## config.mk

```make
export PLATFORM = sky130hd
export DESIGN_NAME = alu_sequencer_flat
export DESIGN_NICKNAME = d
export VERILOG_FILES = /design/src/rtl/alu_seq_if.sv /design/src/rtl/alu_sequencer.sv /design/src/flat_wrapper.sv
export SDC_FILE = /design/constraint.sdc
export NUM_CORES = 1
export LEC_CHECK = 0
export CAP_MARGIN = 20
export CELL_PAD_IN_SITES_DETAIL_PLACEMENT = 1
export CELL_PAD_IN_SITES_GLOBAL_PLACEMENT = 2
export CORE_MARGIN = 2
export CORE_UTILIZATION = 24
export DETAILED_ROUTE_END_ITERATION = 7
export GPL_ROUTABILITY_DRIVEN = 0
export PLACE_DENSITY = 0.85
export SETUP_SLACK_MARGIN = 0.02
export SLEW_MARGIN = 20
export SYNTH_ARGS = -nofsm -noshare
export SYNTH_HDL_FRONTEND = slang
export SYNTH_SLANG_ARGS = --single-unit
```

## constraint.sdc

```tcl
create_clock -name clk -period 4.1 [get_ports clk]
set_input_delay 0.82 -clock clk [delete_from_list [all_inputs] [get_ports clk]]
set_output_delay 0.82 -clock clk [all_outputs]
set_load 0.03 [all_outputs]
```

## src/rtl/alu_seq_if.sv

```systemverilog
// Request and result handshake bundle between a client and the ALU issue sequencer.
interface alu_seq_if;
    logic        req_valid;
    logic        req_ready;
    logic [31:0] req_a;
    logic [31:0] req_b;
    logic [5:0]  req_op;
    logic        res_valid;
    logic        res_ready;
    logic [31:0] res_y;
    logic        res_err;

    modport master (
        output req_valid, req_a, req_b, req_op, res_ready,
        input  req_ready, res_valid, res_y, res_err
    );

    modport slave (
        input  req_valid, req_a, req_b, req_op, res_ready,
        output req_ready, res_valid, res_y, res_err
    );
endinterface

```

## src/rtl/alu_sequencer.sv

```systemverilog
// Issues one operation at a time to the unified multi-cycle ALU, waits its
// latency, then holds the captured result until the consumer takes it.
//
// state | meaning
// IDLE  | ready for a request
// ISSUE | operands on the ALU, latency counter loaded
// WAIT  | counting down ALU latency
// DONE  | result held, res_valid high
module alu_sequencer #(
    parameter int unsigned ADD_LAT = 1,
    parameter int unsigned MUL_LAT = 4,
    parameter int unsigned DIV_LAT = 34,
    parameter int unsigned FP_LAT  = 3
) (
    input  logic        clk,
    input  logic        rst,
    alu_seq_if.slave    bus,
    output logic [31:0] alu_a,
    output logic [31:0] alu_b,
    output logic [5:0]  alu_sr,
    input  logic [31:0] alu_y,
    output logic        busy,
    output logic [15:0] ops_done
);

    localparam logic [1:0] IDLE  = 2'd0;
    localparam logic [1:0] ISSUE = 2'd1;
    localparam logic [1:0] WAIT  = 2'd2;
    localparam logic [1:0] DONE  = 2'd3;

    localparam logic [5:0] OP_MAX = 6'd4;

    logic [1:0]  state_q, state_d;
    logic [5:0]  cnt_q, cnt_d;
    logic [31:0] alu_a_q, alu_a_d;
    logic [31:0] alu_b_q, alu_b_d;
    logic [5:0]  alu_sr_q, alu_sr_d;
    logic [31:0] res_y_q, res_y_d;
    logic        res_err_q, res_err_d;
    logic [15:0] ops_done_q, ops_done_d;
    logic [5:0]  lat_sel;

    always_comb begin
        case (alu_sr_q)
            6'd2:    lat_sel = 6'(MUL_LAT);
            6'd3:    lat_sel = 6'(DIV_LAT);
            6'd4:    lat_sel = 6'(FP_LAT);
            default: lat_sel = 6'(ADD_LAT);
        endcase
    end

    always_comb begin
        state_d    = state_q;
        cnt_d      = cnt_q;
        alu_a_d    = alu_a_q;
        alu_b_d    = alu_b_q;
        alu_sr_d   = alu_sr_q;
        res_y_d    = res_y_q;
        res_err_d  = res_err_q;
        ops_done_d = ops_done_q;
        case (state_q)
            IDLE: begin
                if (bus.req_valid) begin
                    // Illegal selects never reach the ALU; they complete directly.
                    if (bus.req_op > OP_MAX) begin
                        res_y_d   = 32'd0;
                        res_err_d = 1'b1;
                        state_d   = DONE;
                    end else begin
                        alu_a_d  = bus.req_a;
                        alu_b_d  = bus.req_b;
                        alu_sr_d = bus.req_op;
                        state_d  = ISSUE;
                    end
                end
            end
            ISSUE: begin
                cnt_d   = lat_sel;
                state_d = WAIT;
            end
            WAIT: begin
                cnt_d = cnt_q - 6'd1;
                if (cnt_q == 6'd1) begin
                    res_y_d   = alu_y;
                    res_err_d = 1'b0;
                    state_d   = DONE;
                end
            end
            DONE: begin
                if (bus.res_ready) begin
                    ops_done_d = ops_done_q + 16'd1;
                    state_d    = IDLE;
                end
            end
            default: state_d = IDLE;
        endcase
    end

    always_ff @(posedge clk) begin
        if (rst) begin
            state_q    <= IDLE;
            cnt_q      <= 6'd0;
            alu_a_q    <= 32'd0;
            alu_b_q    <= 32'd0;
            alu_sr_q   <= 6'd0;
            res_y_q    <= 32'd0;
            res_err_q  <= 1'b0;
            ops_done_q <= 16'd0;
        end else begin
            state_q    <= state_d;
            cnt_q      <= cnt_d;
            alu_a_q    <= alu_a_d;
            alu_b_q    <= alu_b_d;
            alu_sr_q   <= alu_sr_d;
            res_y_q    <= res_y_d;
            res_err_q  <= res_err_d;
            ops_done_q <= ops_done_d;
        end
    end

    // Handshake outputs are gated so nothing looks ready or busy during reset.
    assign bus.req_ready = (state_q == IDLE) && !rst;
    assign busy          = (state_q != IDLE) && !rst;
    assign bus.res_valid = (state_q == DONE) && !rst;
    assign bus.res_y     = res_y_q;
    assign bus.res_err   = res_err_q;
    assign alu_a         = alu_a_q;
    assign alu_b         = alu_b_q;
    assign alu_sr        = alu_sr_q;
    assign ops_done      = ops_done_q;

endmodule

```

## src/flat_wrapper.sv

```systemverilog
// flat-port wrapper written by rule: the top's interface ports become plain ports
module alu_sequencer_flat 
#(
    parameter int unsigned ADD_LAT = 1,
    parameter int unsigned MUL_LAT = 4,
    parameter int unsigned DIV_LAT = 34,
    parameter int unsigned FP_LAT  = 3
)
  (clk, rst, alu_a, alu_b, alu_sr, alu_y, busy, ops_done, bus_req_valid, bus_req_a, bus_req_b, bus_req_op, bus_res_ready, bus_req_ready, bus_res_valid, bus_res_y, bus_res_err);
  alu_seq_if bus_i ();
  input  logic clk;
  input  logic rst;
  output logic [31:0] alu_a;
  output logic [31:0] alu_b;
  output logic [5:0] alu_sr;
  input  logic [31:0] alu_y;
  output logic busy;
  output logic [15:0] ops_done;
  input wire logic [$bits(bus_i.req_valid)-1:0] bus_req_valid;
  input wire logic [$bits(bus_i.req_a)-1:0] bus_req_a;
  input wire logic [$bits(bus_i.req_b)-1:0] bus_req_b;
  input wire logic [$bits(bus_i.req_op)-1:0] bus_req_op;
  input wire logic [$bits(bus_i.res_ready)-1:0] bus_res_ready;
  output wire logic [$bits(bus_i.req_ready)-1:0] bus_req_ready;
  output wire logic [$bits(bus_i.res_valid)-1:0] bus_res_valid;
  output wire logic [$bits(bus_i.res_y)-1:0] bus_res_y;
  output wire logic [$bits(bus_i.res_err)-1:0] bus_res_err;
  assign bus_i.req_valid = bus_req_valid;
  assign bus_i.req_a = bus_req_a;
  assign bus_i.req_b = bus_req_b;
  assign bus_i.req_op = bus_req_op;
  assign bus_i.res_ready = bus_res_ready;
  assign bus_req_ready = bus_i.req_ready;
  assign bus_res_valid = bus_i.res_valid;
  assign bus_res_y = bus_i.res_y;
  assign bus_res_err = bus_i.res_err;
  alu_sequencer #(.ADD_LAT(ADD_LAT), .MUL_LAT(MUL_LAT), .DIV_LAT(DIV_LAT), .FP_LAT(FP_LAT)) u_core (.clk(clk), .rst(rst), .bus(bus_i), .alu_a(alu_a), .alu_b(alu_b), .alu_sr(alu_sr), .alu_y(alu_y), .busy(busy), .ops_done(ops_done));
endmodule
```

# Word-level counts from Yosys, hierarchy flattened
# Cells that the tools add are included.
# totals
regBits	127
inputBits	106
word_cells	50
# op_classes
add_sub_neg	2
magnitude_cmp	1
eq_ne	11
muxes	15
bitwise_logic	1
n_reduce_logical	12
# op_table
cell	count
32-bit two-way mux	3
32-bit case mux with 2 select lines	1
6-bit case mux with 3 select lines	1
16-bit by 1-bit adder with 16-bit output (second input constant)	1
6-bit by 2-bit == test with 1-bit output (second input constant)	2
6-bit case mux with 2 select lines	1
2-bit two-way mux	4
2-bit case mux with 4 select lines	1
6-bit by 1-bit == test with 1-bit output (second input constant)	1
6-bit by 3-bit == test with 1-bit output (second input constant)	1
6-bit by 3-bit > comparator with 1-bit output (second input constant)	1
3-bit AND reduction	2
2-bit nonzero test	3
6-bit by 1-bit subtractor with 6-bit output (second input constant)	1
2-bit == test (second input constant)	2
2-bit by 1-bit != test with 1-bit output (second input constant)	2
2-bit != test (second input constant)	2
4-bit AND reduction	1
1-bit logical AND	3
1-bit two-way mux	3
2-bit by 1-bit == test with 1-bit output (second input constant)	1
2-bit logical NOT	1
1-bit case mux with 2 select lines	1
2-bit AND reduction	1
2 further kinds	2

# Depth between registers and ports, before layout
# Gate-level depths: netlist (run 1).
# logic_depth
word_depth	4
depth_mapped	9
ltp_nobuf	6

# Least setup slack after synthesis (run 1)
# No wires, ideal clock.
# synth_path
path_type	input -> output
start	in rst
end	out busy
t_arrival_ns	1.632
setup_slack_ns	1.648
stages	3
path_cell_list	clkbuf_1 > buf_1 > nor2_1
# synth_between
elab_chain_cells	2
# synth_rtl
element	line_no	source
from (decl)	flat_wrapper.sv:12	input logic rst;
1-bit logical NOT	alu_sequencer.sv:123	assign busy = (state_q != IDLE) && !rst;
1-bit logical AND	alu_sequencer.sv:123	
to (decl)	flat_wrapper.sv:17	output logic busy;
# No other way between the ends.

# Worst setup path after layout (run 1)
# layout_path
start	reg u_core.state_q[0]
end	out bus_req_ready
# layout_between
elab_chain_cells	2
# layout_rtl
element	line_no	source
from (decl)	alu_sequencer.sv:33	logic [1:0] state_q, state_d;
from (signal assigned)	alu_sequencer.sv:110	state_q <= state_d;
2-bit logical NOT	alu_sequencer.sv:122	assign bus.req_ready = (state_q == IDLE) && !rst;
1-bit logical AND	alu_sequencer.sv:122	
to (decl)	flat_wrapper.sv:24	output wire logic [$bits(bus_i.req_ready)-1:0] bus_req_ready;
# No other way between the ends.

==> impl_summary.log, run 1 <==
[metrics] Std-Cell Core Area: roughly 20000 sq um
[metrics] crit end category: output port
[metrics] outcome: finished, final reports clean
[metrics] CTS Hold Buffers Added: 0
[metrics] number of library cell types mapped by synthesis: 40
[metrics] max-cap violation count: 0
[metrics] initial antenna violation count: 0
[metrics] total clock buffers created by CTS: 17
[metrics] Cells after Synth: between 600 and 700
[metrics] Num Clock Sinks: between 100 and 150
[metrics] R2R depth: 7
[metrics] total congestion overflow after global routing: 0
[metrics] cell-by-cell listing of the critical path: inv_1 > ha_1 > nor2b_1 > clkdlybuf4s50_1
[metrics] crit path kind: reg2out
[metrics] data arrival time of the critical path: around 2.2 ns
[metrics] # resized after CTS: 0
[metrics] die height: ~150 um
[metrics] kind of cell adding the most delay to the critical path: buffers and inverters
[metrics] dpl cells: 1067
[metrics] share of the yosys chip area belonging to registers: between 50% and 60%
[metrics] Total Negative Setup Slacks: 0 ns
[metrics] Worst-Skew Late Latency: 0.41 ns
[metrics] Total Routed Length: roughly 17000 um
[metrics] WL per Instance: ~15 um
[metrics] area of the multi-input gates: ~2200 sq um
[metrics] Die Span X: about 150 um
[metrics] final count of negative-setup-slack endpoints: 0
[metrics] Crit. path cell count: 4
[metrics] DIE AREA: approximately 22000 sq um
[metrics] max-slew headroom at the worst pin: about 37%
[metrics] number of buffers on the longest clock path: 2
[metrics] share of post-route cells with drive strength above 1: 5.797%
[metrics] library cell occupying the most area in the post-synthesis netlist: sky130_fd_sc_hd__dfxtp_1
[metrics] flip-flop and latch count after synthesis: between 100 and 150
[metrics] Routed Antenna Nets: 0
[metrics] Critical-path top delay cell: sky130_fd_sc_hd__clkdlybuf4s50_1
[metrics] Worst Skew: between 0.008 and 0.009 ns
[metrics] largest fanout of any net on the critical path: 10
[metrics] detailed-router iteration count before antenna repair: 4
[metrics] number of H-tree levels: 4
[metrics] unrepaired setup endpoints after global routing: false
[metrics] Synth Flop Type: sky130_fd_sc_hd__dfxtp_1
[metrics] leakage dissipation: 0.002686 uW
[metrics] Inserted Diodes: 0
[metrics] most numerous cell in the Yosys netlist: sky130_fd_sc_hd__nand2_1
[metrics] non-filler instance count after layout: between 1000 and 1500
[metrics] number of filler instances in the final layout: 2376
[metrics] setup bufs post-CTS: 0
[metrics] post-DP HPWL: between 10000 and 15000 um
[metrics] combined buffer and inverter count along the critical path: 2
[metrics] global-route wire length before repair: between 20000 and 30000 um
[metrics] root buffer cell: sky130_fd_sc_hd__clkbuf_16
[metrics] Final Hold Vio Count: 0
[metrics] number of global-route vias before repair: between 5000 and 6000
[metrics] Syn. warnings: 0
[metrics] number of top-level pins: approximately 230
[metrics] number of buffers added on ports: around 230
[metrics] number of flops mapped to enable cells by yosys: 0
[metrics] final worst path period need: 3.039 ns
[metrics] row count: 52
[metrics] IR drop worst, VDD: around 0.24 mV
[metrics] transition time at the pin with the least slew margin: between 0.9 and 1 ns
[metrics] Hold Path Stages: 2
[metrics] most used standard cells in the synthesized netlist: sky130_fd_sc_hd__nand2_1 (142), sky130_fd_sc_hd__dfxtp_1 (127), sky130_fd_sc_hd__a21oi_1 (113)
[metrics] upper clock frequency limit: between 0.3 and 0.4 GHz
[metrics] min-delay worst type: reg2reg
[metrics] initial DRC count: about 190
[metrics] Starting Density: about a quarter
[metrics] area of the mapped netlist: approximately 5000 sq um
[metrics] post-route clock period utilization: roughly three quarters
[metrics] gr usage total: between 10% and 20%
[metrics] Reg clk slew, reported paths: around 0.05 ns
[metrics] hold slack final: about 0.45 ns
[metrics] max-slew violation count: 0
[metrics] mean instance size in the synthesized netlist: around 8.2 sq um
[metrics] post-synth top area share: between 50% and 60%
[metrics] net count of the mapped netlist: around 720
[metrics] DR vias: slightly above 5000
[metrics] remaining routing DRC violations: 0
[metrics] sequential standard cell area: about 2500 sq um
[metrics] area grow syn2layout: 60.20%
[metrics] via density per instance: approximately 4.6
[metrics] slowest stage delay, CP: ~0.7 ns
[metrics] top cells by area in the synthesized netlist: sky130_fd_sc_hd__dfxtp_1 (51%), sky130_fd_sc_hd__a21oi_1 (11%), sky130_fd_sc_hd__nand2_1 (11%)
[metrics] critical path data required time: ~3.3 ns
[metrics] CTS tree: built
[metrics] Layout Nets: between 900 and 1000
[metrics] Async SR Flop Fraction: 0%
[metrics] power per standard cell area: around 500 nW/um^2
[metrics] pin count of the biggest net entering global routing: between 80 and 90
[metrics] category of the worst setup path launch point: flop
==> tightest hold or removal path, delay by kind of cell, from the launching register on <==
kind | cells | cell delay [ns]
AO/OA/AOI/OAI | 1 | 0.05
flip-flops | 1 | 0.30
AND/OR/NAND/NOR | 1 | 0.05
==> report_power, final <==
part	total (uW)	switching, uW	leakage [uW]	internal [uW]
Combinational	1200	764	0.00139	434
Sequential	1390	58.9	0.00103	1330
Clock	1390	552	0.000269	841
Total	3980	1370	0.00269	2600
==> kinds of logic after synthesis <==
logic type      synth area share (%)
xor+xnor                       1.923
fa+ha+maj                      1.498
flops                          50.74
simple gates                   22.80
compound gates                 17.53
mux                           0.2746
buf+inv                        5.243
==> stage by stage <==
step | setup slack (ns) | power (uW) | cell area [sq um] | utilization, %
after floorplan | 1.648 | 2126 | 5011 | -
after global placement | 0.9771 | 2620 | 7487 | 36.77
after detailed placement | 0.9251 | 2620 | 7487 | 36.77
after CTS | 1.020 | 4049 | 8028 | 39.42
after global routing | 0.9450 | 4205 | 8028 | 39.42
final | 1.061 | 3980 | 8028 | 39.42
==> worst paths after layout <==
kind	startpoint	to	slack (ns)
worst min register to register	u_core.alu_a[19]$_SDFFE_PP0P_	u_core.alu_a[19]$_SDFFE_PP0P_	0.45
worst max register to register	u_core.state_q[0]$_SDFFE_PP0P_	u_core.alu_a[22]$_SDFFE_PP0P_	1.30
worst min-delay path	u_core.alu_a[19]$_SDFFE_PP0P_	u_core.alu_a[19]$_SDFFE_PP0P_	0.45
worst max-delay path	u_core.state_q[0]$_SDFFE_PP0P_	bus_req_ready	1.06
==> area by class of cell <==
type,instances,share of cell area (%)
Tap cell,270,4.208
Inverter,9,0.4208
Timing Repair Buffer,236,29.27
Clock buffer,20,5.564
Clock inverter,11,1.169
Sequential cell,127,31.67
Multi-Input combinational cell,425,27.70
==> layer usage <==
metal	share of wire (%)	track usage, %
met4	1.3	3.857
met3	7.6	6.319
met2	48	25.23
met1	43	18.31
met5	0	0
==> placed cells by master (no fill, tap or decap), types with 7 or more instances in the layout <==
master,instances
sky130_fd_sc_hd__a21oi_1,113
sky130_fd_sc_hd__buf_4,9
sky130_fd_sc_hd__clkbuf_16,17
sky130_fd_sc_hd__clkdlybuf4s50_1,226
sky130_fd_sc_hd__dfxtp_1,127
sky130_fd_sc_hd__inv_1,9
sky130_fd_sc_hd__nand2_1,142
sky130_fd_sc_hd__nand3_1,7
sky130_fd_sc_hd__nand4_1,38
sky130_fd_sc_hd__nor2_1,20
sky130_fd_sc_hd__o21ai_0,35
sky130_fd_sc_hd__xor2_1,9
==> sequential cells by signal (all words and copies together), names as in the netlist <==
signal,cells
u_core.alu_sr,6
u_core.state_q,2
u_core.bus.res_err,1
u_core.alu_a,32
u_core.bus.res_y,32
u_core.cnt_q,6
u_core.alu_b,32
u_core.ops_done,16
No activity file was read; power rests on OpenSTA's default activity.
==> run 2: changes to the inputs <==
Settings changed: CORE_UTILIZATION 24 to 20, PLACE_DENSITY 0.85 to 0.76.
Clock period 4.1 ns to 2.4 ns, I/O delays scaled along.
==> impl_summary.log, run 2 (synthesized netlist as in run 1, its figures left out) <==
[metrics] non-filler instance count after layout: about 1200
[metrics] total congestion overflow after global routing: 0
[metrics] length of routed met2 wiring: 8204 um
[metrics] row count: 57
[metrics] highest-count cells in the layout ignoring fill and taps: sky130_fd_sc_hd__clkdlybuf4s50_1 (223), sky130_fd_sc_hd__nand2_1 (142), sky130_fd_sc_hd__dfxtp_1 (127)
[metrics] detailed-router iteration count before antenna repair: 4
[metrics] final worst path period need: 2.179 ns
[metrics] min-delay worst type: reg2reg
[metrics] root buffer cell: sky130_fd_sc_hd__clkbuf_16
[metrics] data arrival time of the critical path: approximately 1.7 ns
[metrics] Layout Nets: around 940
[metrics] launch point of the worst path: u_core.state_q[1]$_SDFFE_PP0P_
[metrics] Die Span X: around 160 um
[metrics] CTS Hold Buffers Added: 0
[metrics] remaining routing DRC violations: 0
[metrics] Final Hold Vio Count: 0
[metrics] max-slew headroom at the worst pin: 44.92%
[metrics] post-route clock period utilization: slightly above 90%
[metrics] pin count of the biggest net entering global routing: 72
[metrics] Reg clk slew, reported paths: approximately 0.06 ns
[metrics] WL per Instance: ~15 um
[metrics] unrepaired setup endpoints after global routing: false
[metrics] largest fanout of any net on the critical path: 7
[metrics] DR vias: 5112
[metrics] hold slack final: between 0.4 and 0.5 ns
[metrics] dpl cells: about 1100
[metrics] outcome: finished, final reports clean
[metrics] Critical-path top delay cell: sky130_fd_sc_hd__dlygate4sd2_1
[metrics] via density per instance: about 4.4
[metrics] HP Start: u_core.alu_a[29]$_SDFFE_PP0P_
[metrics] number of global-route vias before repair: slightly above 5000
[metrics] Total Routed Length: approximately 18000 um
[metrics] Std-Cell Core Area: between 20000 and 25000 sq um
[metrics] setup ws final: between 0.2 and 0.25 ns
[metrics] power per standard cell area: ~860 nW/um^2
[metrics] most common cell after layout, fill and taps aside: sky130_fd_sc_hd__clkdlybuf4s50_1
[metrics] total clock buffers created by CTS: 17
[metrics] Routed Antenna Nets: 0
[metrics] area grow syn2layout: 64.42%
[metrics] die height: approximately 160 um
[metrics] number of H-tree levels: 4
[metrics] Num Clock Sinks: 127
[metrics] leakage dissipation: between 0.002 and 0.003 uW
[metrics] CTS tree: built
[metrics] Worst-Skew Late Latency: approximately 0.42 ns
[metrics] final count of negative-setup-slack endpoints: 0
[metrics] crit end category: output port
[metrics] Starting Density: about a fifth
[metrics] upper clock frequency limit: around 0.46 GHz
[metrics] initial DRC count: between 200 and 250
[metrics] area of the multi-input gates: around 2200 sq um
[metrics] met3 layer wire length in the routed design: around 1500 um
[metrics] gr usage total: approximately 14%
[metrics] IR drop worst, VDD: 0.4047 mV
[metrics] crit path kind: reg2out
[metrics] max-cap violation count: 0
[metrics] sequential standard cell area: around 2500 sq um
[metrics] Post-Route M1 WL: ~8000 um
[metrics] uppermost routed layer: met4
[metrics] DIE AREA: ~26000 sq um
[metrics] number of filler instances in the final layout: roughly 2900
[metrics] Total Negative Setup Slacks: 0 ns
[metrics] worst r2r src: u_core.state_q[1]$_SDFFE_PP0P_
[metrics] Worst Skew: around 0.012 ns
[metrics] post-DP HPWL: roughly 12000 um
[metrics] setup bufs post-CTS: 0
[metrics] max-slew violation count: 0
[metrics] share of post-route cells with drive strength above 1: 6.810%
[metrics] post-layout total power: 7058 uW
[metrics] Post-Place Worst Slack: 0.1084 ns
[metrics] critical path data required time: about 1.9 ns
[metrics] number of top-level pins: around 230
[metrics] number of buffers added on ports: roughly 230
[metrics] global-route wire length before repair: between 20000 and 30000 um
[metrics] category of the worst setup path launch point: flop
[metrics] slowest stage delay, CP: 0.41 ns
[metrics] initial antenna violation count: 1
[metrics] number of buffers on the longest clock path: 2
[metrics] cell-by-cell listing of the critical path: ha_1 > nor2b_1 > dlygate4sd2_1
[metrics] transition time at the pin with the least slew margin: between 0.8 and 0.9 ns
==> run 2: report_power, final <==
part | internal (uW) | switching (uW)
clock network | 1540 | 990
logic | 809 | 1350
registers | 2270 | 103
==> run 2: layout make-up <==
cell class	count	share of cell area, %
clock buffer	24	5.968
sequential	127	30.86
timing repair buffer	244	29.81
antenna	1	0.03037
clock inverter	8	0.9871
tap	324	4.920
inverter	9	0.4100
multi-input combinational	425	27.02
==> run 2: critical path, delay by kind of cell (launching register included) <==
| family | cells | cell delay, ns |
|---|---|---|
| buf+inv | 1 | 0.41 |
| flops | 1 | 0.40 |
| fa+ha+maj | 1 | 0.33 |
| simple gates | 1 | 0.15 |
==> run 2: stage by stage <==
step                      util, %  area (sq um)
after global placement      31.33          7665
after global routing        33.67          8237
after floorplan                 -          5011
final                       33.68          8239
after CTS                   33.67          8237
after detailed placement    31.33          7665
==> run 2: routing by layer <==
| layer | global-route usage (%) | vias up |
|---|---|---|
| li1 | - | 2526 |
| met1 | 16.49 | 2441 |
| met2 | 21.53 | 135 |
| met3 | 6.512 | 10 |
| met4 | 3.339 | 0 |
| met5 | 0 | - |
==> run 2: final timing paths <==
path	endpoint	slack, ns	depth (start not counted)
worst min register to register	u_core.alu_a[29]$_SDFFE_PP0P_	0.45	2
worst min-delay path	u_core.alu_a[29]$_SDFFE_PP0P_	0.45	2
worst max-delay path	bus_res_valid	0.22	3
worst max register to register	u_core.bus.res_y[11]$_SDFFE_PP0P_	0.39	6
==> run 2: repair_timing <==
action | in CTS | in global routing
endpoints found under the hold margin | 0 | 0
setup endpoints to repair | 3 | 0
gates resized for setup | 4 | 0
==> run 3: changes to the inputs <==
Settings changed: CTS_BUF_LIST from default to sky130_fd_sc_hd__clkbuf_16.
==> impl_summary.log, run 3 (synthesized netlist as in run 1, its figures left out) <==
[metrics] outcome: finished, final reports clean
[metrics] global-route wire length before repair: between 20000 and 30000 um
[metrics] worst r2r src: u_core.state_q[1]$_SDFFE_PP0P_
[metrics] category of the worst setup path launch point: flop
[metrics] row count: 57
[metrics] remaining routing DRC violations: 0
[metrics] number of top-level pins: around 230
[metrics] post-DP HPWL: between 10000 and 15000 um
[metrics] switching power: 2425 uW
[metrics] CTS tree: built
[metrics] data arrival time of the critical path: 1.70 ns
[metrics] Worst-Skew Late Latency: roughly 0.41 ns
[metrics] unrepaired setup endpoints after global routing: false
[metrics] Placement Cell Area: around 7700 sq um
[metrics] WL per Instance: about 15 um
[metrics] die height: about 160 um
[metrics] number of global-route vias before repair: between 5000 and 6000
[metrics] Layout Nets: approximately 940
[metrics] transition time at the pin with the least slew margin: between 0.8 and 0.9 ns
[metrics] max-slew headroom at the worst pin: 44.63%
[metrics] detailed-router iteration count before antenna repair: 4
[metrics] number of H-tree levels: 4
[metrics] sequential standard cell area: ~2500 sq um
[metrics] r2r setup slk: 0.38 ns
[metrics] largest fanout of any net on the critical path: 7
[metrics] Routed Antenna Nets: 0
[metrics] critical path data required time: between 1.5 and 2 ns
[metrics] IR drop worst, VDD: 0.4045 mV
[metrics] Reg clk slew, reported paths: roughly 0.06 ns
[metrics] number of filler instances in the final layout: ~2900
[metrics] CTS Hold Buffers Added: 0
[metrics] Total Negative Setup Slacks: 0 ns
[metrics] combinational fraction of design power: between 30 and 40%
[metrics] pin count of the biggest net entering global routing: a little over 70
[metrics] Final Instance Area: between 8000 and 9000 sq um
[metrics] HP Start: u_core.alu_a[29]$_SDFFE_PP0P_
[metrics] initial DRC count: just over 200
[metrics] highest-count cells in the layout ignoring fill and taps: sky130_fd_sc_hd__clkdlybuf4s50_1 (223), sky130_fd_sc_hd__nand2_1 (142), sky130_fd_sc_hd__dfxtp_1 (127)
[metrics] final worst path period need: between 2 and 2.5 ns
[metrics] Worst Skew: 0.01133 ns
[metrics] area of the multi-input gates: roughly 2200 sq um
[metrics] max-cap violation count: 0
[metrics] crit end category: output port
[metrics] root buffer cell: sky130_fd_sc_hd__clkbuf_16
[metrics] cell-by-cell listing of the critical path: ha_1 > nor2b_1 > dlygate4sd2_1
[metrics] Total Routed Length: roughly 18000 um
[metrics] leakage dissipation: roughly 0.0028 uW
[metrics] share of post-route cells with drive strength above 1: about 6.3%
[metrics] max-slew violation count: 0
[metrics] Die Span X: 162.3 um
[metrics] power per standard cell area: approximately 840 nW/um^2
[metrics] number of buffers on the longest clock path: 2
[metrics] area grow syn2layout: 63.62%
[metrics] Critical-path top delay cell: sky130_fd_sc_hd__dlygate4sd2_1
[metrics] DIE AREA: ~26000 sq um
[metrics] min-delay worst type: reg2reg
[metrics] share of power burned in the clock network: between 30% and 40%
[metrics] setup bufs post-CTS: 0
[metrics] DR vias: 5125
[metrics] total clock buffers created by CTS: 17
[metrics] post-layout total power: about 6900 uW
[metrics] slowest stage delay, CP: about 0.41 ns
[metrics] Final Hold Vio Count: 0
[metrics] post-route clock period utilization: about nine tenths
[metrics] final count of negative-setup-slack endpoints: 0
[metrics] crit path kind: reg2out
[metrics] # resized after CTS: 4
[metrics] via density per instance: roughly 4.4
[metrics] sequential power share: about a third
[metrics] internal power consumption: ~4500 uW
[metrics] Num Clock Sinks: between 100 and 150
[metrics] Std-Cell Core Area: around 24000 sq um
[metrics] upper clock frequency limit: 0.4580 GHz
[metrics] gr usage total: a little over an eighth
[metrics] Starting Density: between 20% and 30%
[metrics] initial antenna violation count: 1
[metrics] Switching Share: between 30% and 40%
[metrics] total congestion overflow after global routing: 0
[metrics] most common cell after layout, fill and taps aside: sky130_fd_sc_hd__clkdlybuf4s50_1
[metrics] launch point of the worst path: u_core.state_q[1]$_SDFFE_PP0P_
[metrics] number of buffers added on ports: 227
-- run 3: cell count changes in the layout (fill, tap and decap cells not counted), sizes merged --
| cell | before | now |
|---|---|---|
| clkbuf | 24 | 17 |
| inv | 9 | 12 |
| clkinv | 5 | 9 |
-- run 3: cell type report --
cell class,instances,share of cell area (%)
clock buffer,17,5.188
clock inverter,15,1.312
antenna,1,0.03052
tap,324,4.944
timing repair buffer,244,29.96
inverter,9,0.4120
sequential,127,31.01
multi-input combinational,425,27.15
-- run 3: worst paths after layout --
kind	end	cells after the start
worst max-delay path	bus_res_valid	3
worst min-delay path	u_core.alu_a[29]$_SDFFE_PP0P_	2
worst max register to register	u_core.bus.res_y[11]$_SDFFE_PP0P_	6
worst min register to register	u_core.alu_a[29]$_SDFFE_PP0P_	2
-- run 3: critical path: cells and delay by family (launching register included) --
family	cells	cell delay, ns
buf+inv	1	0.41
flops	1	0.40
fa+ha+maj	1	0.33
simple gates	1	0.15
-- run 3: power groups by stage --
stage / clock network, uW / logic [uW] / registers (uW)
floorplan: 0 / 990 / 2640
global placement: 0 / 2180 / 2410
detailed placement: 0 / 2190 / 2420
CTS: 2470 / 2190 / 2370
global route: 2570 / 2350 / 2390
finish: 2370 / 2150 / 2370
-- run 3: layer usage --
metal / track usage (%) / vias to the layer above / part of all wire, %
met3: 6.435 / 10 / 8.5
met1: 16.50 / 2453 / 45
li1: - / 2526 / -
met4: 3.339 / 0 / 1.0
met2: 21.47 / 136 / 46
met5: 0 / - / 0
-- run 3: metrics by stage --
step | hold WS [ns] | worst slack, ns | util, % | instances
after floorplan | 0.4647 | 0.6278 | - | 610
after global placement | 0.4409 | 0.1791 | 31.33 | 1129
after detailed placement | 0.4475 | 0.1084 | 31.33 | 1129
after CTS | 0.4552 | 0.1824 | 33.51 | 1161
after global routing | 0.4718 | 0.1204 | 33.51 | 1161
final | 0.4501 | 0.2165 | 33.52 | 1162
